[config.mk]
export PLATFORM = sky130hd
export DESIGN_NAME = decode_stage_flat
export DESIGN_NICKNAME = d
export VERILOG_FILES = /design/src/rtl/decode_stage_if.sv /design/src/rtl/decode_stage.sv /design/src/flat_wrapper.sv
export SDC_FILE = /design/constraint.sdc
export NUM_CORES = 1
export LEC_CHECK = 0
export CORE_MARGIN = 2
export CORE_UTILIZATION = 40
export CTS_BUF_LIST = sky130_fd_sc_hd__clkbuf_8
export DETAILED_ROUTE_END_ITERATION = 16
export PLACE_DENSITY = 0.79
export SLEW_MARGIN = 20
export SYNTH_ARGS = -nofsm -noshare
export SYNTH_HDL_FRONTEND = slang
export SYNTH_SLANG_ARGS = --single-unit
[constraint.sdc]
create_clock -name clk -period 1.57 [get_ports clk]
set_input_delay 0.314 -clock clk [delete_from_list [all_inputs] [get_ports clk]]
set_output_delay 0.314 -clock clk [all_outputs]
set_load 0.01 [all_outputs]
[src/rtl/decode_stage_if.sv]
`default_nettype none
// ============================================================================
// Module      : decode_stage_if
// Description : Bundles the fetch-side handshake, the execute-side handshake,
//               the decoded control fields and the flush/resume controls of
//               decode_stage.
//               slave  : view used by decode_stage (consumes fetch, produces
//                        the decoded bundle).
//               master : view used by the surrounding pipeline or a bench.
// Ports       : in_valid/in_ready, in_instr[31:0], in_pc[XLEN-1:0], flush,
//               resume, out_valid/out_ready, out_pc, rs1/rs2/rd, rf_wsrc,
//               alu_imm_b, alu_pc_a, alu_alt, alu_op, imm, cmp_src, cmp_inv,
//               bra_mode, mem_en, mem_rw, mem_func, md_en, md_op, illegal, brk
// Revision    : 1.0 - initial release
// ============================================================================
interface decode_stage_if #(
  parameter int XLEN   = 32,
  parameter int REG_AW = 5
);
  logic              in_valid;
  logic              in_ready;
  logic [31:0]       in_instr;
  logic [XLEN-1:0]   in_pc;
  logic              flush;
  logic              resume;
  logic              out_valid;
  logic              out_ready;
  logic [XLEN-1:0]   out_pc;
  logic [REG_AW-1:0] rs1;
  logic [REG_AW-1:0] rs2;
  logic [REG_AW-1:0] rd;
  logic [1:0]        rf_wsrc;
  logic              alu_imm_b;
  logic              alu_pc_a;
  logic              alu_alt;
  logic [2:0]        alu_op;
  logic [XLEN-1:0]   imm;
  logic [1:0]        cmp_src;
  logic              cmp_inv;
  logic [1:0]        bra_mode;
  logic              mem_en;
  logic              mem_rw;
  logic [2:0]        mem_func;
  logic              md_en;
  logic [2:0]        md_op;
  logic              illegal;
  logic              brk;

  modport slave (
    input  in_valid, in_instr, in_pc, flush, resume, out_ready,
    output in_ready, out_valid, out_pc, rs1, rs2, rd, rf_wsrc,
           alu_imm_b, alu_pc_a, alu_alt, alu_op, imm, cmp_src, cmp_inv,
           bra_mode, mem_en, mem_rw, mem_func, md_en, md_op, illegal, brk
  );

  modport master (
    output in_valid, in_instr, in_pc, flush, resume, out_ready,
    input  in_ready, out_valid, out_pc, rs1, rs2, rd, rf_wsrc,
           alu_imm_b, alu_pc_a, alu_alt, alu_op, imm, cmp_src, cmp_inv,
           bra_mode, mem_en, mem_rw, mem_func, md_en, md_op, illegal, brk
  );
endinterface
`default_nettype wire

[src/rtl/decode_stage.sv]
`default_nettype none
// ============================================================================
// Module      : decode_stage
// Description : Single-entry RISC-V decode register. An accepted instruction
//               is decoded combinationally and captured; the decoded bundle
//               is presented one cycle later and held while execute stalls.
//               Handing an illegal or breakpoint bundle to execute parks the
//               stage in HALT until resume is pulsed.
// Ports       : clk  - rising-edge clock
//               rst  - synchronous active-high reset
//               bus  - decode_stage_if.slave (fetch/execute handshakes,
//                      decoded fields, flush, resume)
// Parameters  : XLEN (32 or 64), REG_AW (register index width)
// Options     : DECODE_RV32M_EN - when defined, OP with funct7=0000001 is
//               decoded as a multiply/divide request (md_en/md_op); when
//               undefined md_en/md_op are tied 0 and that encoding is illegal.
// Revision    : 1.0 - initial release
// ============================================================================
module decode_stage #(
  parameter int XLEN   = 32,
  parameter int REG_AW = 5
) (
  input  wire                  clk,
  input  wire                  rst,
  decode_stage_if.slave        bus
);

  localparam logic [0:0] ST_RUN  = 1'b0;
  localparam logic [0:0] ST_HALT = 1'b1;

  localparam logic [6:0] OPC_LUI    = 7'b0110111;
  localparam logic [6:0] OPC_AUIPC  = 7'b0010111;
  localparam logic [6:0] OPC_JAL    = 7'b1101111;
  localparam logic [6:0] OPC_JALR   = 7'b1100111;
  localparam logic [6:0] OPC_BRANCH = 7'b1100011;
  localparam logic [6:0] OPC_LOAD   = 7'b0000011;
  localparam logic [6:0] OPC_STORE  = 7'b0100011;
  localparam logic [6:0] OPC_OPIMM  = 7'b0010011;
  localparam logic [6:0] OPC_OP     = 7'b0110011;
  localparam logic [6:0] OPC_SYSTEM = 7'b1110011;

  localparam logic [31:0] EBREAK_WORD = 32'h0010_0073;

  typedef struct packed {
    logic [REG_AW-1:0] rs1;
    logic [REG_AW-1:0] rs2;
    logic [REG_AW-1:0] rd;
    logic [1:0]        rf_wsrc;
    logic              alu_imm_b;
    logic              alu_pc_a;
    logic              alu_alt;
    logic [2:0]        alu_op;
    logic [XLEN-1:0]   imm;
    logic [1:0]        cmp_src;
    logic              cmp_inv;
    logic [1:0]        bra_mode;
    logic              mem_en;
    logic              mem_rw;
    logic [2:0]        mem_func;
    logic              illegal;
    logic              brk;
  } fields_t;

  // Every immediate format is first assembled as a 32-bit value and then
  // sign-extended from bit 31 to XLEN.
  function automatic logic [XLEN-1:0] sext32(input logic [31:0] v);
    return XLEN'($signed(v));
  endfunction

  logic [0:0]      state;
  logic            valid;
  fields_t         held;
  logic [XLEN-1:0] held_pc;
  fields_t         dec;
  logic            dec_ill;
  logic            accept;
  logic            out_fire;

  logic [31:0] ins;
  logic [6:0]  opc;
  logic [2:0]  f3;
  logic [6:0]  f7;

  assign ins = bus.in_instr;
  assign opc = ins[6:0];
  assign f3  = ins[14:12];
  assign f7  = ins[31:25];

`ifdef DECODE_RV32M_EN
  logic       dec_md_en;
  logic [2:0] dec_md_op;
  logic       held_md_en;
  logic [2:0] held_md_op;
`endif

  // --------------------------------------------------------------------------
  // Combinational decode of the presented instruction
  // --------------------------------------------------------------------------
  always_comb begin
    dec     = '0;
    dec_ill = 1'b0;
`ifdef DECODE_RV32M_EN
    dec_md_en = 1'b0;
    dec_md_op = 3'b000;
`endif
    case (opc)
      OPC_LUI: begin
        dec.rd        = REG_AW'(ins[11:7]);
        dec.imm       = sext32({ins[31:12], 12'b0});
        dec.alu_imm_b = 1'b1;
        dec.rf_wsrc   = 2'b01;
      end
      OPC_AUIPC: begin
        dec.rd        = REG_AW'(ins[11:7]);
        dec.imm       = sext32({ins[31:12], 12'b0});
        dec.alu_pc_a  = 1'b1;
        dec.alu_imm_b = 1'b1;
        dec.rf_wsrc   = 2'b01;
      end
      OPC_JAL: begin
        dec.rd       = REG_AW'(ins[11:7]);
        dec.imm      = sext32({{12{ins[31]}}, ins[19:12], ins[20], ins[30:21], 1'b0});
        dec.bra_mode = 2'b01;
        dec.rf_wsrc  = 2'b11;
      end
      OPC_JALR: begin
        // Target is rs1 + imm through the ALU.
        dec.rd        = REG_AW'(ins[11:7]);
        dec.rs1       = REG_AW'(ins[19:15]);
        dec.imm       = sext32({{20{ins[31]}}, ins[31:20]});
        dec.alu_imm_b = 1'b1;
        dec.bra_mode  = 2'b11;
        dec.rf_wsrc   = 2'b11;
        dec_ill       = (f3 != 3'b000);
      end
      OPC_BRANCH: begin
        // Comparison runs on the ALU in subtract mode.
        dec.rs1      = REG_AW'(ins[19:15]);
        dec.rs2      = REG_AW'(ins[24:20]);
        dec.imm      = sext32({{19{ins[31]}}, ins[31], ins[7], ins[30:25], ins[11:8], 1'b0});
        dec.bra_mode = 2'b10;
        dec.alu_alt  = 1'b1;
        dec.cmp_src  = f3[2:1];
        dec.cmp_inv  = f3[0];
        dec_ill      = (f3[2:1] == 2'b01);
      end
      OPC_LOAD: begin
        dec.rd        = REG_AW'(ins[11:7]);
        dec.rs1       = REG_AW'(ins[19:15]);
        dec.imm       = sext32({{20{ins[31]}}, ins[31:20]});
        dec.alu_imm_b = 1'b1;
        dec.mem_en    = 1'b1;
        dec.mem_func  = f3;
        dec.rf_wsrc   = 2'b10;
        // Doubleword and unsigned-word loads only exist on a 64-bit datapath.
        dec_ill       = (XLEN == 32) && ((f3 == 3'b011) || (f3[2:1] == 2'b11));
      end
      OPC_STORE: begin
        dec.rs1       = REG_AW'(ins[19:15]);
        dec.rs2       = REG_AW'(ins[24:20]);
        dec.imm       = sext32({{20{ins[31]}}, ins[31:25], ins[11:7]});
        dec.alu_imm_b = 1'b1;
        dec.mem_en    = 1'b1;
        dec.mem_rw    = 1'b1;
        dec.mem_func  = f3;
        dec_ill       = (XLEN == 32) && (f3 >= 3'b011);
      end
      OPC_OPIMM: begin
        // instr[30] selects SRAI over SRLI; for other funct3 it is immediate data.
        dec.rd        = REG_AW'(ins[11:7]);
        dec.rs1       = REG_AW'(ins[19:15]);
        dec.imm       = sext32({{20{ins[31]}}, ins[31:20]});
        dec.alu_imm_b = 1'b1;
        dec.alu_op    = f3;
        dec.alu_alt   = (f3 == 3'b101) ? ins[30] : 1'b0;
        dec.rf_wsrc   = 2'b01;
      end
      OPC_OP: begin
        dec.rd      = REG_AW'(ins[11:7]);
        dec.rs1     = REG_AW'(ins[19:15]);
        dec.rs2     = REG_AW'(ins[24:20]);
        dec.rf_wsrc = 2'b01;
        if ((f7 == 7'b0000000) || (f7 == 7'b0100000)) begin
          dec.alu_op  = f3;
          dec.alu_alt = ins[30];
        end
`ifdef DECODE_RV32M_EN
        else if (f7 == 7'b0000001) begin
          dec_md_en = 1'b1;
          dec_md_op = f3;
        end
`endif
        else begin
          dec_ill = 1'b1;
        end
      end
      OPC_SYSTEM: begin
        if (ins == EBREAK_WORD) begin
          dec.brk = 1'b1;
        end else begin
          dec_ill = 1'b1;
        end
      end
      default: dec_ill = 1'b1;
    endcase

    // An illegal bundle carries nothing but the flag.
    if (dec_ill) begin
      dec         = '0;
      dec.illegal = 1'b1;
`ifdef DECODE_RV32M_EN
      dec_md_en   = 1'b0;
      dec_md_op   = 3'b000;
`endif
    end
  end

  // --------------------------------------------------------------------------
  // Handshakes
  // --------------------------------------------------------------------------
  // rst is included so the stage refuses fetch for the whole reset cycle,
  // whatever it held beforehand.
  assign bus.in_ready = !rst && (state == ST_RUN) && (!valid || bus.out_ready) && !bus.flush;
  assign accept       = bus.in_valid && bus.in_ready;
  // A flush cancels the bundle, so it never counts as handed to execute.
  assign out_fire     = valid && bus.out_ready && !bus.flush;

  // --------------------------------------------------------------------------
  // Run/halt control and the output register
  // --------------------------------------------------------------------------
  always_ff @(posedge clk) begin
    if (rst) begin
      state   <= ST_RUN;
      valid   <= 1'b0;
      held    <= '0;
      held_pc <= '0;
`ifdef DECODE_RV32M_EN
      held_md_en <= 1'b0;
      held_md_op <= 3'b000;
`endif
    end else begin
      case (state)
        ST_RUN:  if (out_fire && (held.illegal || held.brk)) state <= ST_HALT;
        ST_HALT: if (bus.resume) state <= ST_RUN;
        default: state <= ST_RUN;
      endcase

      if (bus.flush) begin
        valid <= 1'b0;
      end else if (accept) begin
        valid   <= 1'b1;
        held    <= dec;
        held_pc <= bus.in_pc;
`ifdef DECODE_RV32M_EN
        held_md_en <= dec_md_en;
        held_md_op <= dec_md_op;
`endif
      end else if (out_fire) begin
        valid <= 1'b0;
      end
    end
  end

  assign bus.out_valid = valid;
  assign bus.out_pc    = held_pc;
  assign bus.rs1       = held.rs1;
  assign bus.rs2       = held.rs2;
  assign bus.rd        = held.rd;
  assign bus.rf_wsrc   = held.rf_wsrc;
  assign bus.alu_imm_b = held.alu_imm_b;
  assign bus.alu_pc_a  = held.alu_pc_a;
  assign bus.alu_alt   = held.alu_alt;
  assign bus.alu_op    = held.alu_op;
  assign bus.imm       = held.imm;
  assign bus.cmp_src   = held.cmp_src;
  assign bus.cmp_inv   = held.cmp_inv;
  assign bus.bra_mode  = held.bra_mode;
  assign bus.mem_en    = held.mem_en;
  assign bus.mem_rw    = held.mem_rw;
  assign bus.mem_func  = held.mem_func;
  assign bus.illegal   = held.illegal;
  assign bus.brk       = held.brk;

`ifdef DECODE_RV32M_EN
  assign bus.md_en = held_md_en;
  assign bus.md_op = held_md_op;
`else
  assign bus.md_en = 1'b0;
  assign bus.md_op = 3'b000;
`endif

endmodule
`default_nettype wire

[src/flat_wrapper.sv]
// flat-port wrapper written by rule: the top's interface ports become plain ports
module decode_stage_flat 
#(
  parameter int XLEN   = 32,
  parameter int REG_AW = 5
)
  (clk, rst, bus_in_valid, bus_in_instr, bus_in_pc, bus_flush, bus_resume, bus_out_ready, bus_in_ready, bus_out_valid, bus_out_pc, bus_rs1, bus_rs2, bus_rd, bus_rf_wsrc, bus_alu_imm_b, bus_alu_pc_a, bus_alu_alt, bus_alu_op, bus_imm, bus_cmp_src, bus_cmp_inv, bus_bra_mode, bus_mem_en, bus_mem_rw, bus_mem_func, bus_md_en, bus_md_op, bus_illegal, bus_brk);
  decode_stage_if #(.XLEN(XLEN), .REG_AW(REG_AW)) bus_i ();
  input  wire clk;
  input  wire rst;
  input wire logic [$bits(bus_i.in_valid)-1:0] bus_in_valid;
  input wire logic [$bits(bus_i.in_instr)-1:0] bus_in_instr;
  input wire logic [$bits(bus_i.in_pc)-1:0] bus_in_pc;
  input wire logic [$bits(bus_i.flush)-1:0] bus_flush;
  input wire logic [$bits(bus_i.resume)-1:0] bus_resume;
  input wire logic [$bits(bus_i.out_ready)-1:0] bus_out_ready;
  output wire logic [$bits(bus_i.in_ready)-1:0] bus_in_ready;
  output wire logic [$bits(bus_i.out_valid)-1:0] bus_out_valid;
  output wire logic [$bits(bus_i.out_pc)-1:0] bus_out_pc;
  output wire logic [$bits(bus_i.rs1)-1:0] bus_rs1;
  output wire logic [$bits(bus_i.rs2)-1:0] bus_rs2;
  output wire logic [$bits(bus_i.rd)-1:0] bus_rd;
  output wire logic [$bits(bus_i.rf_wsrc)-1:0] bus_rf_wsrc;
  output wire logic [$bits(bus_i.alu_imm_b)-1:0] bus_alu_imm_b;
  output wire logic [$bits(bus_i.alu_pc_a)-1:0] bus_alu_pc_a;
  output wire logic [$bits(bus_i.alu_alt)-1:0] bus_alu_alt;
  output wire logic [$bits(bus_i.alu_op)-1:0] bus_alu_op;
  output wire logic [$bits(bus_i.imm)-1:0] bus_imm;
  output wire logic [$bits(bus_i.cmp_src)-1:0] bus_cmp_src;
  output wire logic [$bits(bus_i.cmp_inv)-1:0] bus_cmp_inv;
  output wire logic [$bits(bus_i.bra_mode)-1:0] bus_bra_mode;
  output wire logic [$bits(bus_i.mem_en)-1:0] bus_mem_en;
  output wire logic [$bits(bus_i.mem_rw)-1:0] bus_mem_rw;
  output wire logic [$bits(bus_i.mem_func)-1:0] bus_mem_func;
  output wire logic [$bits(bus_i.md_en)-1:0] bus_md_en;
  output wire logic [$bits(bus_i.md_op)-1:0] bus_md_op;
  output wire logic [$bits(bus_i.illegal)-1:0] bus_illegal;
  output wire logic [$bits(bus_i.brk)-1:0] bus_brk;
  assign bus_i.in_valid = bus_in_valid;
  assign bus_i.in_instr = bus_in_instr;
  assign bus_i.in_pc = bus_in_pc;
  assign bus_i.flush = bus_flush;
  assign bus_i.resume = bus_resume;
  assign bus_i.out_ready = bus_out_ready;
  assign bus_in_ready = bus_i.in_ready;
  assign bus_out_valid = bus_i.out_valid;
  assign bus_out_pc = bus_i.out_pc;
  assign bus_rs1 = bus_i.rs1;
  assign bus_rs2 = bus_i.rs2;
  assign bus_rd = bus_i.rd;
  assign bus_rf_wsrc = bus_i.rf_wsrc;
  assign bus_alu_imm_b = bus_i.alu_imm_b;
  assign bus_alu_pc_a = bus_i.alu_pc_a;
  assign bus_alu_alt = bus_i.alu_alt;
  assign bus_alu_op = bus_i.alu_op;
  assign bus_imm = bus_i.imm;
  assign bus_cmp_src = bus_i.cmp_src;
  assign bus_cmp_inv = bus_i.cmp_inv;
  assign bus_bra_mode = bus_i.bra_mode;
  assign bus_mem_en = bus_i.mem_en;
  assign bus_mem_rw = bus_i.mem_rw;
  assign bus_mem_func = bus_i.mem_func;
  assign bus_md_en = bus_i.md_en;
  assign bus_md_op = bus_i.md_op;
  assign bus_illegal = bus_i.illegal;
  assign bus_brk = bus_i.brk;
  decode_stage #(.XLEN(XLEN), .REG_AW(REG_AW)) u_core (.clk(clk), .rst(rst), .bus(bus_i));
endmodule
# Yosys cells after proc, flatten, opt, wreduce, memory -nomap -nowiden
# Cells that the tools add are included.
[totals] output_inout_bits=105 input_bits=70 reg_bits=101 elab_cells=93
[op_classes] bitwise_logic=2 n_lt_le_gt_ge=1 eq_ne=16 muxes=26 n_reduce_logical=28
[op_table] cell="one-hot mux 32 bit (5 select lines)" count=1
[op_table] cell="2-to-1 mux 67 bit" count=1
[op_table] cell="equality test 32 x 21 -> 1 bit, second input constant" count=1
[op_table] cell="equality test 7 x 6 -> 1 bit, second input constant" count=4
[op_table] cell="equality test 7 bit, second input constant" count=4
[op_table] cell="one-hot mux 7 bit (3 select lines)" count=1
[op_table] cell="equality test 7 x 5 -> 1 bit, second input constant" count=2
[op_table] cell="2-to-1 mux 1 bit" count=13
[op_table] cell="OR reduction 6 bit" count=2
[op_table] cell="2-to-1 mux 5 bit" count=2
[op_table] cell="OR reduction 2 bit" count=4
[op_table] cell="OR reduction 4 bit" count=2
[op_table] cell="equality test 7 x 2 -> 1 bit, second input constant" count=1
[op_table] cell="logical AND 1 bit" count=7
[op_table] cell="logical NOT 7 bit" count=1
[op_table] cell="one-hot mux 1 bit (7 select lines)" count=1
[op_table] cell="2-to-1 mux 3 bit" count=2
[op_table] cell="one-hot mux 2 bit (3 select lines)" count=1
[op_table] cell="one-hot mux 3 bit (2 select lines)" count=1
[op_table] cell="OR reduction 3 bit" count=2
[op_table] cell="logical OR 1 bit" count=4
[op_table] cell="2-to-1 mux 4 bit" count=1
[op_table] cell="equality test 3 x 2 -> 1 bit, second input constant" count=1
[op_table] cell="equality test 3 bit, second input constant" count=1
[op_table] cell="10 further kinds" count=13

# Logic depth before layout (Yosys ltp)
# Gate-level depths: netlist (run 1).
[logic_depth] ltp_word=6 depth_mapped=8 mapped_depth_nobuf=5

# Worst setup path after synthesis (run 1)
# No wires, ideal clock.
[synth_timing] path_type="input-to-reg" startpoint="input bus_in_instr[4]" endpoint="register u_core.held (netlist bit u_core.bus.imm[10])" arrival_time_ps=1565 slack_ps=-112 stages=7 path_buffers=2 cell_sequence="buf_2 nand4b_1 nor4_1 a211oi_2 and4_1 buf_2 a22o_1"
[synth_between] elab_chain_cells=4 word_cells_on_any_way=18 cone_classes="eq/ne: 11; mux: 4; reduce/logical: 3"
[synth_rtl] item="start: declaration" line_no="flat_wrapper.sv:12" text="input wire logic [$bits(bus_i.in_instr)-1:0] bus_in_instr;"
[synth_rtl] item="equality test 32 x 21 -> 1 bit (tied with other cells)" line_no="decode_stage.sv:198" text="if (ins == EBREAK_WORD) begin"
[synth_rtl] item="2-to-1 mux 1 bit (tied with other cells)" line_no="decode_stage.sv:198"
[synth_rtl] item="one-hot mux 1 bit (7 select lines) or one-hot mux 32 bit (5 select lines) (tied branches)" line_no="decode_stage.sv:106" text="case (opc)"
[synth_rtl] item="2-to-1 mux 67 bit *" line_no="decode_stage.sv:208" text="if (dec_ill) begin"
[synth_rtl] item="end signal: assignment" line_no="decode_stage.sv:235" text="held <= '0;"
[synth_rtl] item="end signal: assignment" line_no="decode_stage.sv:252" text="held <= dec;"
[synth_rtl] item="end: declaration" line_no="decode_stage.sv:72" text="fields_t held;"
# Every way passes the cells marked *; elsewhere a longest branch is shown, timed or not.
# A chain may end at the register's enable or synchronous reset.

# Worst setup path in the final report (run 1)
[layout_timing] startpoint="input bus_in_instr[11]" endpoint="register u_core.held (netlist bit u_core.bus.mem_en)"
[layout_between] elab_chain_cells=4
[layout_rtl] item="equality test 32 x 21 -> 1 bit" line_no="decode_stage.sv:198"
[layout_rtl] item="2-to-1 mux 1 bit" line_no="decode_stage.sv:198"
[layout_rtl] item="one-hot mux 1 bit (7 select lines)" line_no="decode_stage.sv:106"
[layout_rtl] item="2-to-1 mux 67 bit" line_no="decode_stage.sv:208"
# Every way passes these cells.

==> out/summary.txt, run 1 <==
Setup crit start kind: input pin
Clock power share: 30.7%
First-pass GRT wire length: 22.3 mm
Antenna Cells: 0
Vias in the first global route: 4499
Initial DRC Count: 281
Ys Warns: 0
DR WL/cell: 16.4 µm
Compound-Gate Fraction of Synth Area: 22.5%
Max-slew violations: 0
GPL Wtd Cong: 0.854
Buffers on Ports: 170
Detailed Route WL: 14.6 mm
Worst vdd ir: 0.474 mV
Dominant cell type by area after synthesis: dfxtp_1
DR pass1 iterations: 5
DRC Markers: 0
Die width: 105 µm
Nets@finish: 821
# setup viols final: 20
Status: complete, but fails checks
Min-Delay Path Class: input pin to register
Simple-gate share of the synthesized area: 23.0%
Sw frac: 25.8%
Non-Filler Instances: 892
Cells after Synth: 503
FP Rows: 37
Leak pwr: 0.00353 µW
Fraction of layout cells with a size suffix above 1: 23.1%
Crit path DAT: 1.91 ns
Maximum clock path buffer count: 2
Fin crit period: 1.63 ns
Violated checks: negative setup slack
Crit. End Element: register
Critical-path maximum fanout: 4
Hold path startpoint: bus_in_instr[27]
CTS buffer count: 9
CP Data Required Time: 1.86 ns
Initial Utilization: 40.6%
Power share of the combinational group: 15.1%
Dpl cells: 865
Switching pwr: 1240 µW
Via Count: 4632
Max_cap viols: 0
Fill cells: 826
Top post-synthesis cells by area: dfxtp_1, nand2_1, a21oi_1, o21ai_1, a22o_1
Clock transition at path regs: 0.10 ns
GR Util All Layers: 25.3%
Worst skew pair latency: 0.37 ns
Dpl hpwl: 10.8 mm
Syn avg cell area: 8.18 µm²
Clock tree from TritonCTS: yes
Htree depth: 3
Rel. slew slack: 65.6%
RSZ-0062 raised after global routing: true
Post-synth EDFFs: 0
Post-synth ARST share: 0%
Mux share of post-synthesis cell area: 0%
Max frequency: 615 MHz
Final worst slack: -0.0561 ns
Clock skew: 0.0144 ns
Reg power frac: 54.2%
#FFs+latches synth: 101
Initial antenna violation count: 0
Tcrit/Tclk final: 104%
Area share of the largest cell type after synthesis: 49.1%
Sequential area share after synthesis: 49.1%
Gr ovfl total: 0
Slew @ Worst Pin: 0.515 ns
Die span in y: 105 µm
Synth cell count leaders: nand2_1, dfxtp_1, a21oi_1, o21ai_1, nor2_1
Core Area: 10100 µm²
Vias per cell: 5.19
Fin Setup TNS: -0.659 ns
Crit path from: bus_in_instr[11]
Distinct cell type count of the synthesized netlist: 51
Largest net degree at the start of global routing: 49
Ports: 175
Final hold vios: 0
Clock Tree Root: clkbuf_8
Layout area overhead: 70.1%
Power density cells: 687 nW/µm²
CP Class: input pin to register
Largest family of logic cells by synthesized area: simple AND/OR/NAND/NOR gates
XOR/XNOR share of the synthesized area: 0%
ANT nets after route: 0
Post-Synth Adder-Cell Area: 0%
Most instantiated library cell after synthesis: nand2_1
Top_reg_cell synth: dfxtp_1
Internal: 3570 µW
Hold buffer count at CTS: 0
Die Area: 11100 µm²
R2R Path Start: u_core.bus.out_valid
Syn Std Cell Area: 4110 µm²
CTS Sinks: 101
## registers in the layout (all words and copies together) (netlist names), 2 cells and up
signal	count
u_core.bus.alu_op	3
u_core.bus.bra_mode	2
u_core.bus.cmp_src	2
u_core.bus.imm	32
u_core.bus.mem_func	3
u_core.bus.out_pc	32
u_core.bus.rd	5
u_core.bus.rf_wsrc	2
u_core.bus.rs1	5
u_core.bus.rs2	5
## metrics by stage
stage               hold WS (ns)  utilization (%)  power (µW)  setup WS [ns]  cell area (µm²)
floorplan                  0.440                -        2910        -0.0515             4180
global placement           0.432             64.6        3370         -0.839             6550
global route               0.323             69.0        5000         -0.104             7000
CTS                        0.385             68.0        4810        -0.0716             6890
finish                     0.333             69.0        4810        -0.0561             7000
detailed placement         0.439             64.6        3380         -0.895             6550
## worst paths after layout
kind                                      endpoint  slack, ns  depth (start not counted)
worst max register to register  u_core.bus.imm[25]      -0.04                          8
worst min register to register  u_core.bus.imm[30]       0.44                          2
worst max-delay path             u_core.bus.mem_en      -0.06                          7
worst min-delay path             u_core.bus.imm[7]       0.33                          3
## cells by family (layout without fill, tap and decap cells)
| family | Yosys count | after routing |
|---|---|---|
| AO/OA/AOI/OAI | 154 | 154 |
| AND/OR/NAND/NOR | 203 | 203 |
| flip-flops | 101 | 101 |
| buffers and inverters | 44 | 294 |
| other | 1 | 4 |
## worst max-delay path, stage by stage
cell and delay (ns):
dlygate4sd2_1 0.26, nor4_2 0.29, and4_4 0.29, a21o_1 0.20, buf_6 0.12, nand4_1 0.22
a21oi_1 0.21
## metal layers
layer  global-route usage [%]  share of wire [%]  vias to the layer above
li1                         -                  -                     2242
met1                     31.7                 42                     2175
met3                     3.90                5.5                       36
met5                        0                  0                        -
met4                     11.9                3.6                        0
met2                     42.5                 49                      179
## area by class of cell
| cell class | instances | area (µm²) | area share (%) |
|---|---|---|---|
| Multi-Input combinational cell | 361 | 2130 | 30.5 |
| Clock inverter | 6 | 30.0 | 0.429 |
| Tap cell | 136 | 170 | 2.43 |
| Clock buffer | 10 | 138 | 1.97 |
| Sequential cell | 101 | 2020 | 28.9 |
| Timing Repair Buffer | 273 | 2480 | 35.5 |
| Inverter | 5 | 18.8 | 0.268 |
## placed cells by master, fill, tap and decap left out, drive strengths merged, types with 3 or more instances in the layout
| cell | instances |
|---|---|
| buf | 106 |
| and3 | 5 |
| nor2 | 25 |
| nand4 | 5 |
| dlygate4sd2 | 92 |
| dlymetal6s2s | 29 |
| conb | 4 |
| dfxtp | 101 |
| a21oi | 65 |
| a2111oi | 3 |
| inv | 9 |
| nor4bb | 3 |
| a22oi | 8 |
| a22o | 12 |
| o31ai | 3 |
| o21ai | 45 |
| clkbuf | 18 |
| and2 | 4 |
| nand2 | 131 |
| nand3b | 4 |
| a32oi | 4 |
| and4b | 3 |
| clkdlybuf4s50 | 33 |
| nor4 | 5 |
| clkdlybuf4s15 | 5 |
| nand2b | 3 |
## timing repair
action	in CTS	in global routing
setup buffers	12	0
gates resized for setup	170	65
gates cloned	1	0
pin swaps	40	17
setup endpoints to repair	172	107
## power groups by stage
stage	clock network [µW]	registers, µW	logic, µW
after floorplan	0	2680	232
after global placement	0	2670	699
after detailed placement	0	2670	707
after CTS	1500	2610	707
after global routing	1620	2610	771
final	1480	2610	724
(Power assumes the default switching activity.)
==> run 2: changes to the inputs <==
--- a/config.mk
+++ b/config.mk
@@ -6,4 +6,5 @@
 export NUM_CORES = 1
 export LEC_CHECK = 0
+export CORE_ASPECT_RATIO = 1.75
 export CORE_MARGIN = 2
 export CORE_UTILIZATION = 40
@@ -15,2 +16,3 @@
 export SYNTH_HDL_FRONTEND = slang
 export SYNTH_SLANG_ARGS = --single-unit
+export TNS_END_PERCENT = 1
==> constraint.sdc (replaced) <==
create_clock -name clk -period 1.57 [get_ports clk]
set_input_delay 0.314 -clock clk [delete_from_list [all_inputs] [get_ports clk]]
set_output_delay 0.314 -clock clk [all_outputs]
set_load 0.05 [all_outputs]
==> run 2 against run 1 <==
Compared with the run above:
- the run still ends with negative setup slack left
- non-clock buffer count shrank 1
- largest power group unchanged
- register-to-register slack worse by 0.10 ns
- maximum frequency fell by 6.0%
- clock power increased by 22%
- worst hold slack got worse by 0.096 ns
- die area increased by 0.29%
- critical path depth rose by 1
==> out/summary.txt, run 2 (synthesized netlist as in run 1, its figures left out) <==
Dpl hpwl: 11.8 mm (was 10.8 mm)
GR Util All Layers: 29.1% (was 25.3%)
Critical-path maximum fanout: 8 (was 4)
R2R Path Start: u_core.bus.out_valid (unchanged)
Fill cells: 769 (was 826)
Worst skew pair latency: 0.38 ns (was 0.37 ns)
Hold endpoint: u_core.bus.out_valid (was u_core.bus.imm[7])
Final hold vios: 0 (unchanged)
CTS buffer count: 9 (unchanged)
Max-slew violations: 0 (unchanged)
Hold path startpoint: rst (was bus_in_instr[27])
CP Data Required Time: 1.84 ns (was 1.86 ns)
Initial antenna violation count: 1 (was 0)
CP max stage delay: 0.30 ns (was 0.29 ns)
Die span in y: 138 µm (was 105 µm)
Maximum clock path buffer count: 2 (unchanged)
Max frequency: 578 MHz (was 615 MHz)
Worst vdd ir: 0.538 mV (was 0.474 mV)
Reg2reg path depth: 6 (was 8)
DR WL/cell: 18.3 µm (was 16.4 µm)
Worst flop-to-flop path endpoint: u_core.bus.imm[7] (was u_core.bus.imm[25])
GPL Wtd Cong: 0.903 (was 0.854)
Clock transition at path regs: 0.10 ns (about the same)
ANT nets after route: 0 (unchanged)
Final instance area: 7470 µm² (was 7000 µm²)
Clock tree from TritonCTS: yes (unchanged)
DR pass1 iterations: 5 (unchanged)
Tcrit/Tclk final: 110% (was 104%)
Violated checks: negative setup slack (unchanged)
Worst Hold Depth: 3 (unchanged)
Crit. End Element: register (unchanged)
Rel. slew slack: 64.3% (was 65.6%)
Worst-path cell chain: dlygate4sd2_1 > buf_4 > buf_4 > and2_1 > o21ai_0 > nand2_1 > and4_4 > a22o_1 (was dlygate4sd2_1 > nor4_2 > and4_4 > a21o_1 > buf_6 > nand4_1 > a21oi_1)
Leak pwr: 0.00300 µW (was 0.00353 µW)
Hold buffer count at CTS: 0 (unchanged)
Layout area overhead: 81.5% (was 70.1%)
Setup crit start kind: input pin (unchanged)
Slew @ Worst Pin: 0.535 ns (was 0.515 ns)
FF-to-FF setup slack: -0.14 ns (was -0.04 ns)
Die Area: 11100 µm² (about the same)
Commonest non-fill, non-tap cells in the layout: buf_4, nand2_1, dfxtp_1, a21oi_1, buf_12 (was nand2_1, dfxtp_1, dlygate4sd2_1, buf_4, a21oi_1)
Most common cell after layout, fill and taps aside: buf_4 (was nand2_1)
CP Class: input pin to register (unchanged)
Detailed Route WL: 16.1 mm (was 14.6 mm)
Fin Setup TNS: -5.77 ns (was -0.659 ns)
Placed inst area: 6910 µm² (was 6550 µm²)
Nets@finish: 821 (unchanged)
Largest net degree at the start of global routing: 50 (was 49)
Status: complete, but fails checks (unchanged)
Initial Utilization: 40.4% (was 40.6%)
DRC Markers: 0 (unchanged)
# setup viols final: 59 (was 20)
Total power: 5290 µW (was 4810 µW)
Core Area: 10200 µm² (was 10100 µm²)
Buffers on Ports: 170 (unchanged)
Vias in the first global route: 4816 (was 4499)
Initial DRC Count: 206 (was 281)
RSZ-0062 raised after global routing: true (unchanged)
Via Count: 4758 (was 4632)
Fin crit period: 1.73 ns (was 1.63 ns)
Vias per cell: 5.39 (was 5.19)
Clock skew: 0.0101 ns (was 0.0144 ns)
Crit path DAT: 2.00 ns (was 1.91 ns)
Power density cells: 708 nW/µm² (was 687 nW/µm²)
Most frequent CP cell: buf_4
Ports: 175 (unchanged)
Die width: 80.7 µm (was 105 µm)
First-pass GRT wire length: 24.9 mm (was 22.3 mm)
Min-Delay Path Class: input pin to register (unchanged)
Fraction of layout cells with a size suffix above 1: 36.7% (was 23.1%)
Slowest-stage cell, CP: o21ai_0 (was nor4_2)
Max_cap viols: 0 (unchanged)
Htree depth: 3 (unchanged)
FP Rows: 49 (was 37)
CTS Sinks: 101 (unchanged)
Gr ovfl total: 0 (unchanged)
Clock Tree Root: clkbuf_8 (unchanged)
Final worst slack: -0.161 ns (was -0.0561 ns)
run 2: how the worst max path moves through the flow:
| stage | endpoint | slack [ns] | cells past startpoint | start |
|---|---|---|---|---|
| 6_report | u_core.bus.imm[7] | -0.16 | 8 | bus_in_instr[2] |
| 4_1_cts | u_core.bus.imm[7] | -0.13 | 6 | u_core.bus.out_valid |
| 3_3_place_gp | u_core.bus.rf_wsrc[0] | -0.83 | 7 | bus_in_instr[10] |
| 3_5_place_dp | u_core.bus.rf_wsrc[0] | -0.86 | 7 | bus_in_instr[10] |
| 2_1_floorplan | u_core.bus.imm[10] | -0.08 | 7 | bus_in_instr[4] |
| 5_1_grt | u_core.bus.imm[27] | -0.25 | 6 | u_core.bus.out_valid |
run 2: layout make-up:
class                           instances  area (µm²)  share of cell area, %
Timing Repair Buffer                  272        2890                   38.7
Tap cell                              127         159                   2.13
Multi-Input combinational cell        362        2160                   28.9
Sequential cell                       101        2020                   27.1
Antenna cell                            1        2.50                 0.0335
Clock buffer                            9         124                   1.66
Clock inverter                          6        88.8                   1.19
Inverter                                5        18.8                  0.251
run 2: stage by stage:
step | instances | setup slack [ns] | util [%] | hold slack, ns
2_1_floorplan | 506 | -0.0770 | - | 0.440
3_3_place_gp | 858 | -0.829 | 67.9 | 0.442
3_5_place_dp | 858 | -0.862 | 67.9 | 0.442
4_1_cts | 882 | -0.129 | 72.5 | 0.226
5_1_grt | 883 | -0.245 | 73.4 | 0.239
6_report | 883 | -0.161 | 73.4 | 0.236
run 2: what timing repair did:
| item | 4_1_cts | 5_1_grt |
|---|---|---|
| pin swaps | 41 | 12 |
| setup endpoints to repair | 88 | 98 |
| resized for setup | 88 | 24 |
| gates cloned | 5 | 0 |
| buffers inserted | 4 | 0 |
run 2: critical path, delay by kind of cell:
| family | cells | cell delay, ns |
|---|---|---|
| AOI/OAI and AO/OA | 2 | 0.51 |
| buffers and inverters | 3 | 0.59 |
| and+or+nand+nor | 3 | 0.58 |
run 2: report_power, final:
part / switching (µW) / internal, µW
Clock: 912 / 892
Combinational: 481 / 391
Sequential: 20.2 / 2590
run 2: layer usage:
metal	routed length [µm]	vias to the layer above	global-route usage, %
li1	-	2242	-
met4	859	0	16.8
met5	0	-	0
met3	1180	55	6.46
met1	5510	2245	29.7
met2	8570	216	52.3
==> run 3: changes to the inputs <==
Settings changed: ABC_AREA from default to 1, CORE_UTILIZATION 40 to 41, CTS_CLUSTER_DIAMETER from default to 120, PLACE_DENSITY 0.79 to 0.78.
==> run 3 against run 2 <==
Compared with the run above:
- the run now ends clean
- flip-flop and latch count did not move
- synthesized cell count rose by 35%
- largest power group unchanged
- final cell count rose by 21%
- combinational power rose by 18%
- clock skew fell by 0.00063 ns
- largest cell class unchanged
- sequential power barely moved
==> out/summary.txt, run 3 <==
Sw frac: 30.9% (was 26.7%)
Metal3 WL: 927 µm (was 1.18 mm)
Setup crit start kind: input pin (unchanged)
FP Rows: 51 (was 49)
Slowest-stage cell, CP: clkdlybuf4s15_1 (was o21ai_0)
Syn Std Cell Area: 4700 µm² (was 4110 µm²)
Power density cells: 639 nW/µm² (was 708 nW/µm²)
CTS buffer count: 9 (unchanged)
Uppermost routed layer: met4 (unchanged)
Max frequency: 639 MHz (was 578 MHz)
Core Area: 11200 µm² (was 10200 µm²)
Dominant cell type by area after synthesis: dfxtp_1 (unchanged)
Most common cell after layout, fill and taps aside: buf_4 (unchanged)
DR WL/cell: 16.6 µm (was 18.3 µm)
Final hold vios: 0 (unchanged)
Vias in the first global route: 5917 (was 4816)
Ports: 175 (unchanged)
Vias per cell: 5.28 (was 5.39)
Tcrit/Tclk final: 99.7% (was 110%)
RSZ-0062 raised after global routing: true (unchanged)
Top_reg_cell synth: dfxtp_1 (unchanged)
CTS Sinks: 101 (unchanged)
CP Class: input pin to register (unchanged)
Clock power share: 31.0% (was 34.1%)
WP buf/inv: 3 (unchanged)
Cells after Synth: 677 (was 503)
Htree depth: 3 (unchanged)
Die span in y: 146 µm (was 138 µm)
Crit. End Element: register (unchanged)
Final worst slack: 0.00403 ns (was -0.161 ns)
Critical-path maximum fanout: 7 (was 8)
Via Count: 5649 (was 4758)
Hold buffer count at CTS: 0 (unchanged)
DR pass1 iterations: 7 (was 5)
Register Area: 2030 µm² (was 2020 µm²)
Sequential area share after synthesis: 43.0% (was 49.1%)
CP Data Required Time: 1.89 ns (was 1.84 ns)
Fill cells: 833 (was 769)
Initial DRC Count: 378 (was 206)
ANT nets after route: 0 (unchanged)
Max_cap viols: 0 (unchanged)
Commonest non-fill, non-tap cells in the layout: buf_4, nand2_1, nor2_1, dfxtp_1, buf_12 (was buf_4, nand2_1, dfxtp_1, a21oi_1, buf_12)
Area share of the largest cell type after synthesis: 43.0% (was 49.1%)
Post-synth EDFFs: 0 (unchanged)
Initial Utilization: 42.1% (was 40.4%)
Clock skew: 0.00948 ns (was 0.0101 ns)
Top post-synthesis cells by area: dfxtp_1, nor2_1, nand2_1, a21oi_1, nand4_1 (was dfxtp_1, nand2_1, a21oi_1, o21ai_1, a22o_1)
Pre-CTS setup slack: -0.809 ns (was -0.862 ns)
Most frequent CP cell: nor2_4 (was buf_4)
Die width: 85.0 µm (was 80.7 µm)
Worst skew pair latency: 0.39 ns (was 0.38 ns)
Final hold slack: 0.221 ns (was 0.236 ns)
Worst vdd ir: 0.615 mV (was 0.538 mV)
Post-synth ARST share: 0% (unchanged)
Ys Warns: 0 (unchanged)
Crit path max-delay family: simple AND/OR/NAND/NOR gates (was buffers and inverters)
Clock transition at path regs: 0.11 ns (was 0.10 ns)
Maximum clock path buffer count: 2 (unchanged)
Area occupied by multi-input gates: 2450 µm² (was 2160 µm²)
Min-Delay Path Class: input pin to register (unchanged)
Clock tree from TritonCTS: yes (unchanged)
Layout area overhead: 77.1% (was 81.5%)
# setup viols final: 0 (was 59)
#FFs+latches synth: 101 (unchanged)
Fin crit period: 1.57 ns (was 1.73 ns)
Wl on met1: 6.08 mm (was 5.51 mm)
Synth cell count leaders: nor2_1, nand2_1, dfxtp_1, a21oi_1, o21ai_0 (was nand2_1, dfxtp_1, a21oi_1, o21ai_1, nor2_1)
Status: complete, no violations (was complete, but fails checks)
Syn avg cell area: 6.95 µm² (was 8.18 µm²)
Distinct cell type count of the synthesized netlist: 31 (was 51)
Initial antenna violation count: 0 (was 1)
Clock Tree Root: clkbuf_8 (unchanged)
Detailed Route WL: 17.8 mm (was 16.1 mm)
Crit path DAT: 1.89 ns (was 2.00 ns)
Gr ovfl total: 0 (unchanged)
Rel. slew slack: 53.2% (was 64.3%)
Power share of the combinational group: 19.4% (was 16.5%)
GPL Wtd Cong: 0.947 (was 0.903)
FF-to-FF setup slack: 0.01 ns (was -0.14 ns)
Die Area: 12400 µm² (was 11100 µm²)
GR Util All Layers: 28.6% (was 29.1%)
Internal: 3670 µW (was 3870 µW)
Fin Setup TNS: 0 ns (was -5.77 ns)
First-pass GRT wire length: 28.5 mm (was 24.9 mm)
Switching pwr: 1640 µW (was 1410 µW)
DRC Markers: 0 (unchanged)
Largest net degree at the start of global routing: 65 (was 50)
Leak pwr: 0.00357 µW (was 0.00300 µW)
Max-slew violations: 0 (unchanged)
CP max stage delay: 0.19 ns (was 0.30 ns)
Nets@finish: 1003 (was 821)
Slew @ Worst Pin: 0.702 ns (was 0.535 ns)
Buffers on Ports: 170 (unchanged)
Reg power frac: 49.6% (was 49.4%)
Most instantiated library cell after synthesis: nor2_1 (was nand2_1)
Dpl hpwl: 13.5 mm (was 11.8 mm)
Routed wl met2: 9.89 mm (was 8.57 mm)
Antenna Cells: 0 (was 1)
Fraction of layout cells with a size suffix above 1: 34.6% (was 36.7%)
Worst-path cell chain: clkdlybuf4s15_1 > nor2_1 > nand2_1 > nor2_2 > nand2_2 > nor2_4 > nor2_4 > nor2_8 > buf_12 > buf_8 > nand4_1 > a21oi_1 (was dlygate4sd2_1 > buf_4 > buf_4 > and2_1 > o21ai_0 > nand2_1 > and4_4 > a22o_1)
## run 3: final timing paths
| path | startpoint | end | cells after the start |
|---|---|---|---|
| setup / recovery | bus_in_instr[9] | u_core.bus.rs2[2] | 12 |
| hold / removal | rst | u_core.bus.out_valid | 3 |
| setup reg to reg | u_core.bus.out_valid | u_core.bus.rs2[2] | 8 |
| hold reg to reg | u_core.bus.imm[26] | u_core.bus.imm[26] | 2 |
## run 3: area by class of cell
class                   instances  area share (%)
multi-input cells             484            29.4
flip-flops and latches        101            24.3
well taps                     132            1.98
clock buffers                   9            1.49
repair buffers                287            39.6
inverters                      50            2.34
clock inverters                 7           0.886
## run 3: metal layers
| metal | vias up | track usage [%] |
|---|---|---|
| met5 | - | 0 |
| met4 | 0 | 15.1 |
| met3 | 64 | 4.59 |
| met2 | 234 | 53.6 |
| met1 | 2625 | 29.4 |
| li1 | 2726 | - |
## run 3: logic make-up (layout without fill, tap and decap cells)
| kind of cell | count (synthesis) | count (layout) | share of synthesized area [%] |
|---|---|---|---|
| compound gates | 126 | 126 | 14.1 |
| buf+inv | 95 | 353 | 9.47 |
| flops | 101 | 101 | 43.0 |
| other cells | 1 | 4 | 0.0798 |
| simple gates | 354 | 354 | 33.3 |
## run 3: timing repair
| item | 4_1_cts | 5_1_grt |
|---|---|---|
| endpoints found under the setup margin | 100 | 97 |
| cloned | 2 | 1 |
| gates resized for setup | 93 | 72 |
| pin swaps | 39 | 39 |
| buffers inserted | 12 | 1 |
## run 3: power groups by stage
stage          registers [µW]  clock network [µW]  logic (µW)
2_1_floorplan            2860                   0         318
4_1_cts                  2640                1700         999
6_report                 2640                1650        1030
3_3_place_gp             2690                   0         957
3_5_place_dp             2700                   0         974
5_1_grt                  2640                1800        1100
## run 3: worst register-to-register path: stages (launching register included)
cell	delay (ns)
dfxtp_4	0.37
a211oi_4	0.21
buf_4	0.18
nand2_8	0.09
inv_6	0.11
buf_12	0.12
buf_4	0.12
nand4_1	0.15
a21oi_1	0.15
## run 3: stage by stage
step / utilization, % / cells / instance area [µm²] / power (µW)
floorplan: - / 680 / 4760 / 3180
detailed placement: 69.7 / 1038 / 7780 / 3670
CTS: 73.6 / 1068 / 8220 / 5340
finish: 74.6 / 1070 / 8330 / 5320
global route: 74.6 / 1070 / 8330 / 5540
global placement: 69.7 / 1038 / 7780 / 3650
